`src/rtl/deck_shuffler_if.sv`:
```
// Deck memory bus between deck_shuffler and its environment.
// The master modport is the shuffler side: it receives the start request and
// memory read data, and drives the shared address, write port and status flags.
interface deck_shuffler_if;
   logic       i_Start;
   logic [3:0] i_RdData;
   logic [5:0] o_Address;
   logic [3:0] o_WrData;
   logic       o_WrEn;
   logic       o_Busy;
   logic       o_Done;

   modport master (
      input  i_Start, i_RdData,
      output o_Address, o_WrData, o_WrEn, o_Busy, o_Done
   );

   modport slave (
      output i_Start, i_RdData,
      input  o_Address, o_WrData, o_WrEn, o_Busy, o_Done
   );
endinterface

```
`src/rtl/deck_shuffler.sv`:
```
// deck_shuffler: writes an ordered deck (card code = k mod 13) into the deck
// memory, then shuffles it in place with Fisher-Yates. Each swap index is drawn
// from a free-running 16-bit LFSR by rejection sampling.
//
// Build option: define DECK_SHUFFLE_EN to build the shuffle stage. Without it,
// FILL goes straight to DONE and leaves an ordered deck for deterministic tests.
//
// The memory is one shared address with a write strobe and a synchronous read:
// read data for an address is valid one cycle after that address is presented.
module deck_shuffler #(
   parameter int unsigned DECK_SIZE = 52,      // entries written and shuffled, at most 64
   parameter logic [15:0] LFSR_SEED = 16'hACE1 // nonzero LFSR reset value
) (
   input logic             i_Clock,
   input logic             i_Reset_n,
   deck_shuffler_if.master bus
);

   localparam logic [5:0] LAST_K    = 6'(DECK_SIZE - 1);
   localparam logic [3:0] LAST_CODE = 4'd12;   // King; the fill code wraps after it

`ifdef DECK_SHUFFLE_EN
   typedef enum logic [3:0] {
      S_IDLE, S_FILL, S_PICK, S_RD_I, S_RD_J, S_CAP, S_WR_I, S_WR_J, S_DONE
   } state_t;
`else
   typedef enum logic [1:0] {
      S_IDLE, S_FILL, S_DONE
   } state_t;
`endif

   state_t      state_q, state_d;
   logic [15:0] lfsr_q, lfsr_d;
   logic [5:0]  k_q, k_d;        // fill address
   logic [3:0]  code_q, code_d;  // fill data, kept as a mod-13 counter

`ifdef DECK_SHUFFLE_EN
   logic [5:0]  i_q, i_d;        // upper swap index, counts down to 1
   logic [5:0]  j_q, j_d;        // accepted random index, 0..i
   logic [3:0]  di_q, di_d;      // card read from i
   logic [3:0]  dj_q, dj_d;      // card read from j
   logic [5:0]  r_w;             // current random draw

   assign r_w = lfsr_q[5:0];
`else
   // Read data has no consumer when the shuffle stage is not built.
   logic unused_rd_data;
   assign unused_rd_data = ^bus.i_RdData;
`endif

   // Fibonacci LFSR, taps 16,14,13,11; it advances in every state so the
   // arrival time of i_Start decides the shuffle.
   assign lfsr_d = {lfsr_q[14:0], lfsr_q[15] ^ lfsr_q[13] ^ lfsr_q[12] ^ lfsr_q[10]};

   // State register.
   // NOTE: every clocked block uses non-blocking assignments so all registers update from pre-edge values.
   always_ff @(posedge i_Clock or negedge i_Reset_n) begin
      if (!i_Reset_n) state_q <= S_IDLE;
      else            state_q <= state_d;
   end

   // Next-state logic.
   // NOTE: each combinational block assigns defaults first so no path leaves a signal unassigned (no latches).
   always_comb begin
      state_d = state_q;
      case (state_q)
         S_IDLE: if (bus.i_Start) state_d = S_FILL;
`ifdef DECK_SHUFFLE_EN
         S_FILL: if (k_q == LAST_K) state_d = S_PICK;
         S_PICK: if (r_w <= i_q) state_d = S_RD_I;
         S_RD_I: state_d = S_RD_J;
         S_RD_J: state_d = S_CAP;
         S_CAP:  state_d = S_WR_I;
         S_WR_I: state_d = S_WR_J;
         S_WR_J: state_d = (i_q == 6'd1) ? S_DONE : S_PICK;
`else
         S_FILL: if (k_q == LAST_K) state_d = S_DONE;
`endif
         S_DONE: if (bus.i_Start) state_d = S_FILL;
         default: state_d = S_IDLE;
      endcase
   end

   // Outputs decoded from the current state; IDLE decodes to all zeros.
   always_comb begin
      bus.o_Address = '0;
      bus.o_WrData  = '0;
      bus.o_WrEn    = 1'b0;
      bus.o_Busy    = 1'b0;
      bus.o_Done    = 1'b0;
      case (state_q)
         S_FILL: begin
            bus.o_Address = k_q;
            bus.o_WrData  = code_q;
            bus.o_WrEn    = 1'b1;
            bus.o_Busy    = 1'b1;
         end
`ifdef DECK_SHUFFLE_EN
         S_PICK, S_CAP: begin
            bus.o_Busy    = 1'b1;
         end
         S_RD_I: begin
            bus.o_Address = i_q;
            bus.o_Busy    = 1'b1;
         end
         S_RD_J: begin
            bus.o_Address = j_q;
            bus.o_Busy    = 1'b1;
         end
         S_WR_I: begin
            bus.o_Address = i_q;
            bus.o_WrData  = dj_q;
            bus.o_WrEn    = 1'b1;
            bus.o_Busy    = 1'b1;
         end
         S_WR_J: begin
            bus.o_Address = j_q;
            bus.o_WrData  = di_q;
            bus.o_WrEn    = 1'b1;
            bus.o_Busy    = 1'b1;
         end
`endif
         S_DONE: begin
            bus.o_Done    = 1'b1;
         end
         default: ;
      endcase
   end

   // Datapath next values: fill counters, swap indices and captured cards.
   always_comb begin
      k_d    = k_q;
      code_d = code_q;
`ifdef DECK_SHUFFLE_EN
      i_d    = i_q;
      j_d    = j_q;
      di_d   = di_q;
      dj_d   = dj_q;
`endif
      case (state_q)
         S_IDLE, S_DONE: begin
            if (bus.i_Start) begin
               k_d    = '0;
               code_d = '0;
            end
         end
         S_FILL: begin
            k_d    = k_q + 6'd1;
            code_d = (code_q == LAST_CODE) ? 4'd0 : code_q + 4'd1;
`ifdef DECK_SHUFFLE_EN
            i_d    = LAST_K;
`endif
         end
`ifdef DECK_SHUFFLE_EN
         S_PICK: if (r_w <= i_q) j_d = r_w;
         S_RD_J: di_d = bus.i_RdData;   // data for address i, presented in RD_I
         S_CAP:  dj_d = bus.i_RdData;   // data for address j, presented in RD_J
         S_WR_J: i_d  = i_q - 6'd1;
`endif
         default: ;
      endcase
   end

   // Datapath and LFSR registers.
   always_ff @(posedge i_Clock or negedge i_Reset_n) begin
      if (!i_Reset_n) begin
         lfsr_q <= LFSR_SEED;
         k_q    <= '0;
         code_q <= '0;
`ifdef DECK_SHUFFLE_EN
         i_q    <= '0;
         j_q    <= '0;
         di_q   <= '0;
         dj_q   <= '0;
`endif
      end else begin
         lfsr_q <= lfsr_d;
         k_q    <= k_d;
         code_q <= code_d;
`ifdef DECK_SHUFFLE_EN
         i_q    <= i_d;
         j_q    <= j_d;
         di_q   <= di_d;
         dj_q   <= dj_d;
`endif
      end
   end

endmodule

```
`src/flat_wrapper.sv`:
```
// flat-port wrapper written by rule: the top's interface ports become plain ports
module deck_shuffler_flat 
#(
   parameter int unsigned DECK_SIZE = 52,                                                 
   parameter logic [15:0] LFSR_SEED = 16'hACE1                            
)
  (i_Clock, i_Reset_n, bus_i_Start, bus_i_RdData, bus_o_Address, bus_o_WrData, bus_o_WrEn, bus_o_Busy, bus_o_Done);
  deck_shuffler_if bus_i ();
  input logic i_Clock;
  input logic i_Reset_n;
  input wire logic [$bits(bus_i.i_Start)-1:0] bus_i_Start;
  input wire logic [$bits(bus_i.i_RdData)-1:0] bus_i_RdData;
  output wire logic [$bits(bus_i.o_Address)-1:0] bus_o_Address;
  output wire logic [$bits(bus_i.o_WrData)-1:0] bus_o_WrData;
  output wire logic [$bits(bus_i.o_WrEn)-1:0] bus_o_WrEn;
  output wire logic [$bits(bus_i.o_Busy)-1:0] bus_o_Busy;
  output wire logic [$bits(bus_i.o_Done)-1:0] bus_o_Done;
  assign bus_i.i_Start = bus_i_Start;
  assign bus_i.i_RdData = bus_i_RdData;
  assign bus_o_Address = bus_i.o_Address;
  assign bus_o_WrData = bus_i.o_WrData;
  assign bus_o_WrEn = bus_i.o_WrEn;
  assign bus_o_Busy = bus_i.o_Busy;
  assign bus_o_Done = bus_i.o_Done;
  deck_shuffler #(.DECK_SIZE(DECK_SIZE), .LFSR_SEED(LFSR_SEED)) u_core (.i_Clock(i_Clock), .i_Reset_n(i_Reset_n), .bus(bus_i));
endmodule
```
`config.mk`:
```
export PLATFORM = sky130hd
export DESIGN_NAME = deck_shuffler_flat
export DESIGN_NICKNAME = d
export VERILOG_FILES = /design/src/rtl/deck_shuffler_if.sv /design/src/rtl/deck_shuffler.sv /design/src/flat_wrapper.sv
export SDC_FILE = /design/constraint.sdc
export NUM_CORES = 1
export LEC_CHECK = 0
export BUFFER_PORTS_ARGS = -buffer_cell sky130_fd_sc_hd__buf_2
export CAP_MARGIN = 20
export CORE_MARGIN = 3
export CORE_UTILIZATION = 30
export DETAILED_ROUTE_END_ITERATION = 8
export GPL_TIMING_DRIVEN = 0
export SYNTH_ARGS = -nofsm -noshare
export SYNTH_HDL_FRONTEND = slang
export SYNTH_SLANG_ARGS = --single-unit
```
`constraint.sdc`:
```
create_clock -name i_Clock -period 1.1 [get_ports i_Clock]
set_input_delay 0.11 -clock i_Clock [delete_from_list [all_inputs] [get_ports i_Clock]]
set_output_delay 0.11 -clock i_Clock [all_outputs]
set_load 0.01 [all_outputs]
```
==> summary.txt, run 1 <==
Timing
  • Final worst-path cycle share: 126%
  • Final Hold Viols: 0
  • Pin slew with the least headroom to its limit: 0.324 ns
  • Final setup fails: 24
  • Pins Over Slew Limit: 0
  • RSZ-0062 raised after global routing: yes
  • Post-route setup TNS: -4.35 ns
  • Worst Setup Slack, final: -0.291 ns
  • Rel. slew slack: 78.4%
  • FMAX: roughly 720 MHz
  • Post-Route Skew: 0.00263 ns
  • Tmin final: 1.39 ns

Setup path
  • Worst Path Arrival: approximately 1.3 ns
  • Slowest cell on crit path: dfrtp_2
  • CP Capture Type: primary output
  • Cell Chain, Critical Path: nand2b_4 > inv_8 > buf_8 > and2_4 > buf_6
  • Worst-path maximum fanout: 5
  • Crit path required time: 0.99 ns
  • CP Launch Point: u_core.state_q[0]$_DFFE_PN0P_
  • Startpoint types: flip-flop
  • Worst reg2reg path startpoint: u_core.state_q[0]$_DFFE_PN0P_
  • Max incr delay on CP: 0.45 ns
  • CP Class: flip-flop to primary output
  • Reg2Reg Setup Slack: -0.23 ns

Floorplan
  • Die Ht: 53.9 µm
  • I/O Pins: 20
  • Die W: about 54 µm
  • DIE AREA: 2900 µm²
  • Core area: 2060 µm²
  • Initial core utilization: 33.4%
  • # rows: 16

GRT
  • Grt total ovfl: 0
  • Initial antenna violation count: 0
  • Vias in the first global route: 685
  • First-pass GRT wire length: 3040 µm
  • GRT Overall Usage: 14.9%
  • Largest net degree at the start of global routing: 13

Yosys
  • Number of flops mapped to enable cells by yosys: 0
  • Largest cells by area after synthesis: dfrtp_1 44%, ha_1 5.5%, and2_1 4.5%
  • Area leader, netlist: dfrtp_1
  • Mux contribution to synthesized area: 3.64%
  • Syn avg cell area: 9.30 µm²
  • FFs w/ async S/R, synth: 100%
  • Simple-Gate Fraction of Synth Area: between 20% and 30%
  • Commonest register cell after synthesis: dfrtp_1
  • Sequential-to-total area share from yosys stat: 43.6%
  • Top-area cell type share of the netlist area: 43.6%
  • Post-synthesis adder-cell area fraction: 5.45%
  • Synth Area in XOR/XNOR: 0%
  • Warnings, synthesis: 0
  • Yosys cell types: 26
  • Post-Syn Instances: between 70 and 80
  • Post-Syn Area: ~690 µm²
  • Main combinational cell family by area after synthesis: simple AND/OR/NAND/NOR gates
  • Syn nets: between 80 and 90
  • Compound-Gate Fraction of Synth Area: 15.5%
  • Flops & latches, synth: 12

Run status
  • Failing checks: setup timing
  • Status: finished, violations left

Placed design
  • Port Buf Inserts: 15
  • Post-DP HPWL: 1050 µm
  • Routability cong.: around 0.75
  • Placed Instances: 116
  • Pre-CTS setup slack: -0.204 ns

Run
  • Number of max-cap violations: 0

Detailed routing
  • Final wirelength: 2020 µm
  • Drt drc: 0
  • Vias/cell: 5.17
  • Drt wl/cell: 14.6 µm
  • Routed Antenna Nets: 0
  • Vias: between 700 and 800
  • First-pass iteration count of the detailed router: 4
  • 1st-iter DRT viols: 19

CTS
  • CTS Buf Count: 3
  • Root Buffer: clkbuf_4
  • CTS max path bufs: 2
  • Worst-path clk slew: 0.08 ns
  • Sinks on Clock Net: 12
  • Worst skew pair latency: 0.28 ns
  • H-Tree Depth: 1
  • CTS tree: yes

Power
  • Power Total: ~0.0008 W
  • Peak supply drop: 0.000401 V
  • Cell Pwr Density: 686 nW/µm²
  • Leakage: 0.553 nW

Finish
  • Nets: 122
  • Area Growth Syn to Fin: 73.6%
  • ANT cells: 0
  • Fin util: around 58%
  • Fin cells: 138
  • Layout cells sized above 1: between 50% and 60%

Hold path
  • HP Start: bus_i_Start
  • Hold Path Class: input pin to flip-flop
critical path, delay by kind of cell, from the launching register on:
| kind | cells | cell delay, ns |
|---|---|---|
| buf+inv | 3 | 0.28 |
| flops | 1 | 0.45 |
| simple gates | 2 | 0.28 |
routing by layer:
metal / track usage (%) / share of wire [%] / vias up
met5: 0 / 0 / -
met4: 8.51 / 2.1 / 0
met3: 3.60 / 5.7 / 6
met2: 24.4 / 51 / 37
met1: 17.7 / 41 / 333
li1: - / - / 337
logic make-up after synthesis:
kind of cell               Yosys count
DFF                                 12
buffers and inverters               11
and+or+nand+nor                     30
adders and majority gates            3
muxes                                2
AOI/OAI and AO/OA                   16
through the flow:
stage	hold WS (ns)	instance area (µm²)
3_5_place_dp	0.00555	821
5_1_grt	0.141	1190
6_report	0.155	1190
3_3_place_gp	0.00405	821
4_1_cts	0.142	1100
2_1_floorplan	-0.186	712
cell usage after synthesis (all sizes together) (2+ instances only):
library cell  number
buf                3
a22o               2
o21ai              5
nor2b              2
and2               5
a21oi              2
nand3              6
a31oi              3
a41oi              2
dfrtp             12
nand2b             2
nor2               3
nand2              7
inv                8
ha                 3
nand4              2
power by group:
group          total [W]  switching (W)  internal [W]
registers       0.000441              0      0.000441
logic          0.0000165      0.0000113    0.00000520
clock network   0.000363       0.000161      0.000201
total           0.000820       0.000173      0.000647
sequential cells by signal, indices dropped and copies added, names as in the netlist:
| register | flops |
|---|---|
| u_core.code_q | 4 |
| u_core.state_q | 2 |
| u_core.k_q | 6 |
placed cells by master (no fill, tap or decap), drive strengths merged, types with 2 or more instances in the layout:
| cell | n |
|---|---|
| buf | 35 |
| nor2b | 2 |
| a21oi | 2 |
| o21ai | 5 |
| a31oi | 3 |
| nand2b | 2 |
| and2 | 5 |
| nand2 | 7 |
| nor2 | 3 |
| inv | 8 |
| a41oi | 2 |
| nand3 | 6 |
| clkbuf | 4 |
| a22o | 2 |
| dfrtp | 12 |
| nand4 | 2 |
| ha | 3 |
area by class of cell:
| cell class | count | area (µm²) |
|---|---|---|
| tap | 27 | 33.8 |
| multi-input combinational | 51 | 442 |
| timing repair buffer | 34 | 317 |
| clock buffer | 4 | 36.3 |
| buffer | 2 | 26.3 |
| fill | 182 | 867 |
| inverter | 8 | 37.5 |
| sequential | 12 | 303 |
final timing paths:
check	endpoint	cells after the start
worst min register to register	u_core.k_q[5]$_DFFE_PN0P_	1
worst min-delay path	u_core.state_q[1]$_DFFE_PN0P_	3
worst max register to register	u_core.k_q[2]$_DFFE_PN0P_	4
worst max-delay path	bus_o_WrData[2]	5
min in group asynchronous	u_core.code_q[2]$_DFFE_PN0P_	2
max in group asynchronous	u_core.k_q[0]$_DFFE_PN0P_	2
repair_timing:
item,CTS,global route
hold endpoints to repair,12,0
gates cloned,1,0
buffers inserted,15,2
resized for setup,30,17
hold buffers,1,0
setup endpoints to repair,24,24
pin swaps,7,5
No activity file was read; power rests on OpenSTA's default activity.
==> run 2, diff against run 1 <==
--- a/config.mk
+++ b/config.mk
@@ -5,12 +5,15 @@
 export SDC_FILE = /design/constraint.sdc
 export NUM_CORES = 1
 export LEC_CHECK = 0
-export BUFFER_PORTS_ARGS = -buffer_cell sky130_fd_sc_hd__buf_2
 export CAP_MARGIN = 20
+export CELL_PAD_IN_SITES_DETAIL_PLACEMENT = 1
+export CELL_PAD_IN_SITES_GLOBAL_PLACEMENT = 1
 export CORE_MARGIN = 3
 export CORE_UTILIZATION = 30
 export DETAILED_ROUTE_END_ITERATION = 8
+export DONT_BUFFER_PORTS = 1
 export GPL_TIMING_DRIVEN = 0
+export PLACE_DENSITY_LB_ADDON = 0.1
 export SYNTH_ARGS = -nofsm -noshare
 export SYNTH_HDL_FRONTEND = slang
 export SYNTH_SLANG_ARGS = --single-unit
==> summary.txt, run 2 (synthesized netlist as in run 1, its figures left out) <==
Run status
  • Status: finished, violations left
  • Failing checks: setup timing

Finish
  • Commonest cells after routing, fill and taps aside: 14 x buf_4, 10 x dfrtp_1, 6 x nand3_1, 6 x nand2_1
  • Post-route cell area: 1050 µm² (-12%)
  • Top reg by flops: u_core.k_q
  • ANT cells: 0 (unchanged)
  • Commonest non-fill, non-tap cell in the layout: buf_4
  • Largest registers: u_core.k_q x6, u_core.code_q x4, u_core.state_q x2
  • Layout cells sized above 1: 50.0% (-7.7 points)
  • Fin util: 50.9% (-7.0 points)
  • Fill cells: 235 (+29%)
  • Area Growth Syn to Fin: 52.5%
  • Max reg flops: 6 (unchanged)
  • Nets: 107 (-12%)

GRT
  • Initial antenna violation count: 0 (unchanged)
  • GRT Overall Usage: 15.2% (+0.32 points)
  • Grt total ovfl: 0 (unchanged)
  • Largest net degree at the start of global routing: 13 (unchanged)
  • Vias in the first global route: 634 (-7.4%)
  • First-pass GRT wire length: 3000 µm (-1.3%)

CTS
  • CTS max path bufs: 2 (unchanged)
  • H-Tree Depth: 1 (unchanged)
  • CTS tree: yes
  • Root Buffer: clkbuf_4
  • Worst-path clk slew: 0.08 ns (about the same)
  • CTS Buf Count: 3 (unchanged)
  • Sinks on Clock Net: 12 (unchanged)
  • Worst skew pair latency: 0.28 ns (about the same)

Timing
  • Pins Over Slew Limit: 0 (unchanged)
  • Post-Route Skew: 0.00487 ns (+0.00223 ns)
  • Final Hold Viols: 0 (unchanged)
  • Final setup fails: 25 (+4.2%)
  • Final worst-path cycle share: 119% (-7.5 points)
  • Worst Setup Slack, final: -0.209 ns (+0.0824 ns)
  • FMAX: 764 MHz (+6.3%)
  • RSZ-0062 raised after global routing: yes
  • Rel. slew slack: 62.0% (-16 points)
  • Pin slew with the least headroom to its limit: 0.568 ns (+0.244 ns)
  • Tmin final: 1.31 ns (-0.0824 ns)

Placed design
  • Port Buf Inserts: 0 (-15)
  • Routability cong.: 0.669 (-11%)
  • Cell Area, Placed: 746 µm² (-9.1%)
  • Pre-CTS setup slack: -0.209 ns (-0.00484 ns)
  • Post-DP HPWL: 1110 µm (+5.9%)

Power
  • Cell Pwr Density: 775 nW/µm² (+13%)
  • Clk pwr share: 44.4% (+0.2 points)
  • Leakage: 0.470 nW (-15%)
  • Share of power burned in registers: 54.2% (+0.5 points)
  • Power Total: 0.000813 W (-0.82%)
  • Combinational share of power: 1.5% (-0.5 points)
  • Sw frac: 20.7% (-0.39 points)
  • Sw Pwr: 0.000168 W (-2.7%)
  • P_int: 0.000645 W (-0.32%)
  • Peak supply drop: 0.000789 V (+97%)

Floorplan
  • Die W: 53.9 µm (unchanged)
  • DIE AREA: 2900 µm² (unchanged)
  • Initial core utilization: 33.4% (unchanged)
  • Die Ht: 53.9 µm (unchanged)
  • Core area: 2060 µm² (unchanged)
  • I/O Pins: 20 (unchanged)
  • # rows: 16 (unchanged)

Hold path
  • Hold Path Class: input pin to flip-flop
  • Hold depth: 2 (-1)
  • HP Start: bus_i_Start
  • Sink of the worst hold path: u_core.state_q[1]$_DFFE_PN0P_

Detailed routing
  • First-pass iteration count of the detailed router: 4 (unchanged)
  • Drt drc: 0 (unchanged)
  • Routed Antenna Nets: 0 (unchanged)
  • 1st-iter DRT viols: 3 (-16)
  • Drt wl/cell: 15.8 µm (+7.9%)
  • Vias: 639 (-10%)
  • Vias/cell: 5.20 (+0.55%)
  • Final wirelength: 1940 µm (-3.8%)

Run
  • Number of max-cap violations: 0 (unchanged)

Setup path
  • CP Class: flip-flop to primary output
  • Startpoint types: flip-flop
  • RR Endpoint: u_core.k_q[2]$_DFFE_PN0P_
  • Worst reg-to-reg path cell count: 4 (unchanged)
  • Reg2Reg Setup Slack: -0.21 ns (+0.02 ns)
  • CP top delay family: flip-flops
  • WP buf/inv: 2 (-1)
  • Crit path required time: 0.99 ns (about the same)
  • Cell Chain, Critical Path: nand2b_4 > inv_8 > buf_8 > and2_4
  • Worst Path Arrival: 1.20 ns (-0.08 ns)
  • Worst reg2reg path startpoint: u_core.state_q[1]$_DFFE_PN0P_
  • CP Capture Type: primary output
  • Slowest cell on crit path: dfrtp_1
  • Worst-path maximum fanout: 7 (+2)
  • Max incr delay on CP: 0.39 ns (-0.06 ns)
## run 2: cell types whose count changed in the layout (fill, tap and decap cells not counted), moves of 3 or more
cell    delta
nor2_4     +3
nor2_1     -3
buf_2      -7
buf_6     -12
buf_4      +4
## run 2: what timing repair did
item | in CTS | in global routing
cloned | 1 | 0
setup buffers | 15 | 2
endpoints found under the hold margin | 12 | 0
endpoints found under the setup margin | 24 | 25
gates resized for setup | 29 | 8
pin swaps | 8 | 7
hold buffers | 1 | 0
## run 2: power groups by stage
stage,Sequential (W),Combinational (W),Clock [W]
6_report,0.000441,0.0000118,0.000361
5_1_grt,0.000441,0.0000140,0.000388
4_1_cts,0.000441,0.0000125,0.000370
3_5_place_dp,0.000450,0.000000777,0
3_3_place_gp,0.000450,0.000000711,0
2_1_floorplan,0.000450,0.000000699,0
## run 2: worst register-to-register path: stages (launching register included)
cell and delay (ns):
dfrtp_1 0.39, nand2b_4 0.18, buf_4 0.16, mux2_4 0.29, a22o_1 0.17
## run 2: final cells by class
cell class              count  area, µm²  share of cell area (%)
multi-input cells          51        437                    41.6
repair buffers             19        180                    17.2
flip-flops and latches     12        303                    28.8
plain buffers               2       22.5                    2.15
clock buffers               4       36.3                    3.46
well taps                  27       33.8                    3.22
inverters                   8       37.5                    3.58
## run 2: stage by stage
step                      hold slack (ns)  std cells  setup TNS, ns
final                             0.00220        123          -3.31
after detailed placement           -0.185        101          -2.12
after global placement             -0.185        101          -1.95
after CTS                         0.00256        121          -3.10
after global routing              0.00299        123          -4.71
after floorplan                    -0.186         74         -0.277
## run 2: how the worst max path moves through the flow
| stage | startpoint | to | slack, ns | cells after the start |
|---|---|---|---|---|
| CTS | u_core.state_q[1]$_DFFE_PN0P_ | bus_o_WrData[3] | -0.21 | 4 |
| detailed placement | u_core.k_q[0]$_DFFE_PN0P_ | u_core.state_q[0]$_DFFE_PN0P_ | -0.21 | 4 |
| finish | u_core.state_q[1]$_DFFE_PN0P_ | bus_o_WrData[3] | -0.21 | 4 |
| floorplan | u_core.state_q[1]$_DFFE_PN0P_ | u_core.k_q[2]$_DFFE_PN0P_ | -0.1 | 4 |
| global route | u_core.state_q[0]$_DFFE_PN0P_ | bus_o_Address[2] | -0.27 | 4 |
| global placement | u_core.k_q[0]$_DFFE_PN0P_ | u_core.state_q[1]$_DFFE_PN0P_ | -0.19 | 4 |
## run 2: routing by layer
layer | track usage [%] | wire (µm)
met4 | 5.11 | 21
met5 | 0 | 0
met3 | 6.65 | 121
met2 | 22.4 | 857
met1 | 19.8 | 940
==> run 3, diff against run 2 <==
==> constraint.sdc (replaced) <==
create_clock -name i_Clock -period 1.63 [get_ports i_Clock]
set_input_delay 0.163 -clock i_Clock [delete_from_list [all_inputs] [get_ports i_Clock]]
set_output_delay 0.163 -clock i_Clock [all_outputs]
set_load 0.01 [all_outputs]
==> summary.txt, run 3 (synthesized netlist as in run 1, its figures left out) <==
Finish
  • Layout cells sized above 1: 17.7% (-32 points)
  • Post-route cell area: 805 µm² (-23%)
  • Area Growth Syn to Fin: 16.9%
  • Commonest non-fill, non-tap cell in the layout: dfrtp_1
  • Nets: 91 (-15%)
  • Largest registers: u_core.k_q x6, u_core.code_q x4, u_core.state_q x2
  • Top reg by flops: u_core.k_q
  • Commonest cells after routing, fill and taps aside: 12 x dfrtp_1, 7 x inv_1, 7 x nand2_1, 6 x nand3_1
  • Max reg flops: 6 (unchanged)
  • ANT cells: 0 (unchanged)

Power
  • Cell Pwr Density: 596 nW/µm² (-23%)
  • Power Total: 0.000479 W (-41%)
  • Sw Pwr: 0.0000946 W (-44%)
  • Peak supply drop: 0.000406 V (-48%)
  • Combinational share of power: 1.6% (about the same)
  • Share of power burned in registers: 62.1% (+7.9 points)
  • P_int: 0.000385 W (-40%)
  • Sw frac: 19.7% (-0.95 points)
  • Leakage: 0.368 nW (-22%)
  • Clk pwr share: 36.3% (-8.1 points)

Setup path
  • WP buf/inv: 3 (+1)
  • CP Class: flip-flop to primary output
  • CP Capture Type: primary output
  • Cell Chain, Critical Path: nand2b_1 > buf_6 > inv_6 > buf_8 > and2_4
  • Worst-path maximum fanout: 10 (+3)
  • Slowest cell on crit path: dfrtp_1
  • Crit path required time: 1.47 ns (+0.48 ns)
  • Startpoint types: flip-flop
  • Worst Path Arrival: 1.37 ns (+0.17 ns)
  • Max incr delay on CP: 0.40 ns (about the same)
  • CP top delay family: flip-flops

Timing
  • Pin slew with the least headroom to its limit: 0.539 ns (-0.0288 ns)
  • Tmin final: 1.54 ns
  • Final worst-path cycle share: 94.3%
  • Rel. slew slack: 64.0% (+1.9 points)
  • Post-route setup TNS: 0 ns (+3.31 ns)
  • Worst Setup Slack, final: 0.0935 ns (+0.302 ns)
  • Post-Route Skew: 0.00363 ns (-0.00124 ns)
  • Final setup fails: 0 (-100%)
  • FMAX: 651 MHz
  • Pins Over Slew Limit: 0 (unchanged)
  • RSZ-0062 raised after global routing: no
  • Worst hold margin: 0.0717 ns (+0.0695 ns)
  • Final Hold Viols: 0 (unchanged)

CTS
  • Root Buffer: clkbuf_4
  • CTS Buf Count: 3 (unchanged)
  • Sinks on Clock Net: 12 (unchanged)
  • Setup Buffers After CTS: 0 (-15)
  • CTS tree: yes
  • Worst skew pair latency: 0.26 ns (-0.02 ns)
  • H-Tree Depth: 1 (unchanged)
  • Worst-path clk slew: 0.07 ns (about the same)
  • CTS max path bufs: 2 (unchanged)

Placed design
  • Routability cong.: 0.659 (-1.6%)
  • Port Buf Inserts: 0 (unchanged)
  • Post-DP HPWL: 1120 µm (+0.72%)
  • Pre-CTS setup slack: 0.202 ns (+0.411 ns)
  • Cell Area, Placed: 722 µm² (-3.2%)

GRT
  • Vias in the first global route: 521 (-18%)
  • Grt total ovfl: 0 (unchanged)
  • Largest net degree at the start of global routing: 13 (unchanged)
  • First-pass GRT wire length: 2550 µm (-15%)
  • Initial antenna violation count: 0 (unchanged)
  • GRT Overall Usage: 12.5% (-2.7 points)

Detailed routing
  • Drt drc: 0 (unchanged)
  • 1st-iter DRT viols: 5 (+2)
  • Drt wl/cell: 14.5 µm (-8.2%)
  • First-pass iteration count of the detailed router: 4 (unchanged)
  • Routed Antenna Nets: 0 (unchanged)
  • Vias/cell: 5.31 (+2.2%)
  • Vias: 563 (-12%)
  • Final wirelength: 1540 µm (-21%)

Floorplan
  • I/O Pins: 20 (unchanged)
  • Core area: 2060 µm² (unchanged)
  • DIE AREA: 2900 µm² (unchanged)
  • Initial core utilization: 33.4% (unchanged)
  • Die Ht: 53.9 µm (unchanged)
  • # rows: 16 (unchanged)
  • Die W: 53.9 µm (unchanged)

Run
  • Number of max-cap violations: 0 (unchanged)

Run status
  • Status: complete, no violations

Hold path
  • Hold Path Class: input pin to flip-flop
-- run 3: changes by cell type in the layout (fill, tap and decap cells not counted), sizes merged --
cell | previous run | this run
buf | 20 | 3
-- run 3: metrics by stage --
| stage | util, % | cells |
|---|---|---|
| 3_5_place_dp | 35.0 | 101 |
| 6_report | 39.0 | 106 |
| 3_3_place_gp | 35.0 | 101 |
| 5_1_grt | 39.0 | 106 |
| 2_1_floorplan | - | 74 |
| 4_1_cts | 36.9 | 105 |
-- run 3: path summary, 6_finish.rpt --
check / from / end / slack [ns] / cells after the start
worst min-delay path: bus_i_Start / u_core.state_q[1]$_DFFE_PN0P_ / 0.07 / 2
worst max register to register: u_core.k_q[0]$_DFFE_PN0P_ / u_core.state_q[1]$_DFFE_PN0P_ / 0.25 / 4
worst max-delay path: u_core.state_q[1]$_DFFE_PN0P_ / bus_o_Address[0] / 0.09 / 5
min in group asynchronous: i_Reset_n / u_core.k_q[1]$_DFFE_PN0P_ / 0.32 / 1
max in group asynchronous: i_Reset_n / u_core.k_q[5]$_DFFE_PN0P_ / 0.96 / 1
worst min register to register: u_core.k_q[4]$_DFFE_PN0P_ / u_core.k_q[4]$_DFFE_PN0P_ / 0.53 / 1
-- run 3: what timing repair did --
item / in CTS / in global routing
endpoints found under the setup margin: 6 / 6
endpoints found under the hold margin: 12 / 0
gates cloned: 0 / 1
resized for setup: 2 / 7
hold buffers: 1 / 0
-- run 3: routing by layer --
layer / GRT usage (%) / vias up / share of wire [%]
li1: - / 272 / -
met1: 18.7 / 272 / 52
met2: 16.5 / 17 / 41
met3: 4.99 / 2 / 6.4
met4: 2.55 / 0 / 0.46
met5: 0 / - / 0
-- run 3: layout make-up --
type / instances / area, µm²
sequential: 12 / 300
multi-input combinational: 51 / 344
inverter: 8 / 35.0
buffer: 3 / 33.8
fill: 243 / 1260
timing repair buffer: 2 / 35.0
clock buffer: 3 / 22.5
tap: 27 / 33.8
-- run 3: power by group through the flow --
stage | Combinational [W] | Sequential, W | Clock, W
after floorplan | 0.000000472 | 0.000303 | 0
after global placement | 0.000000479 | 0.000303 | 0
after detailed placement | 0.000000517 | 0.000303 | 0
after CTS | 0.00000851 | 0.000297 | 0.000183
after global routing | 0.00000939 | 0.000297 | 0.000193
final | 0.00000765 | 0.000298 | 0.000174
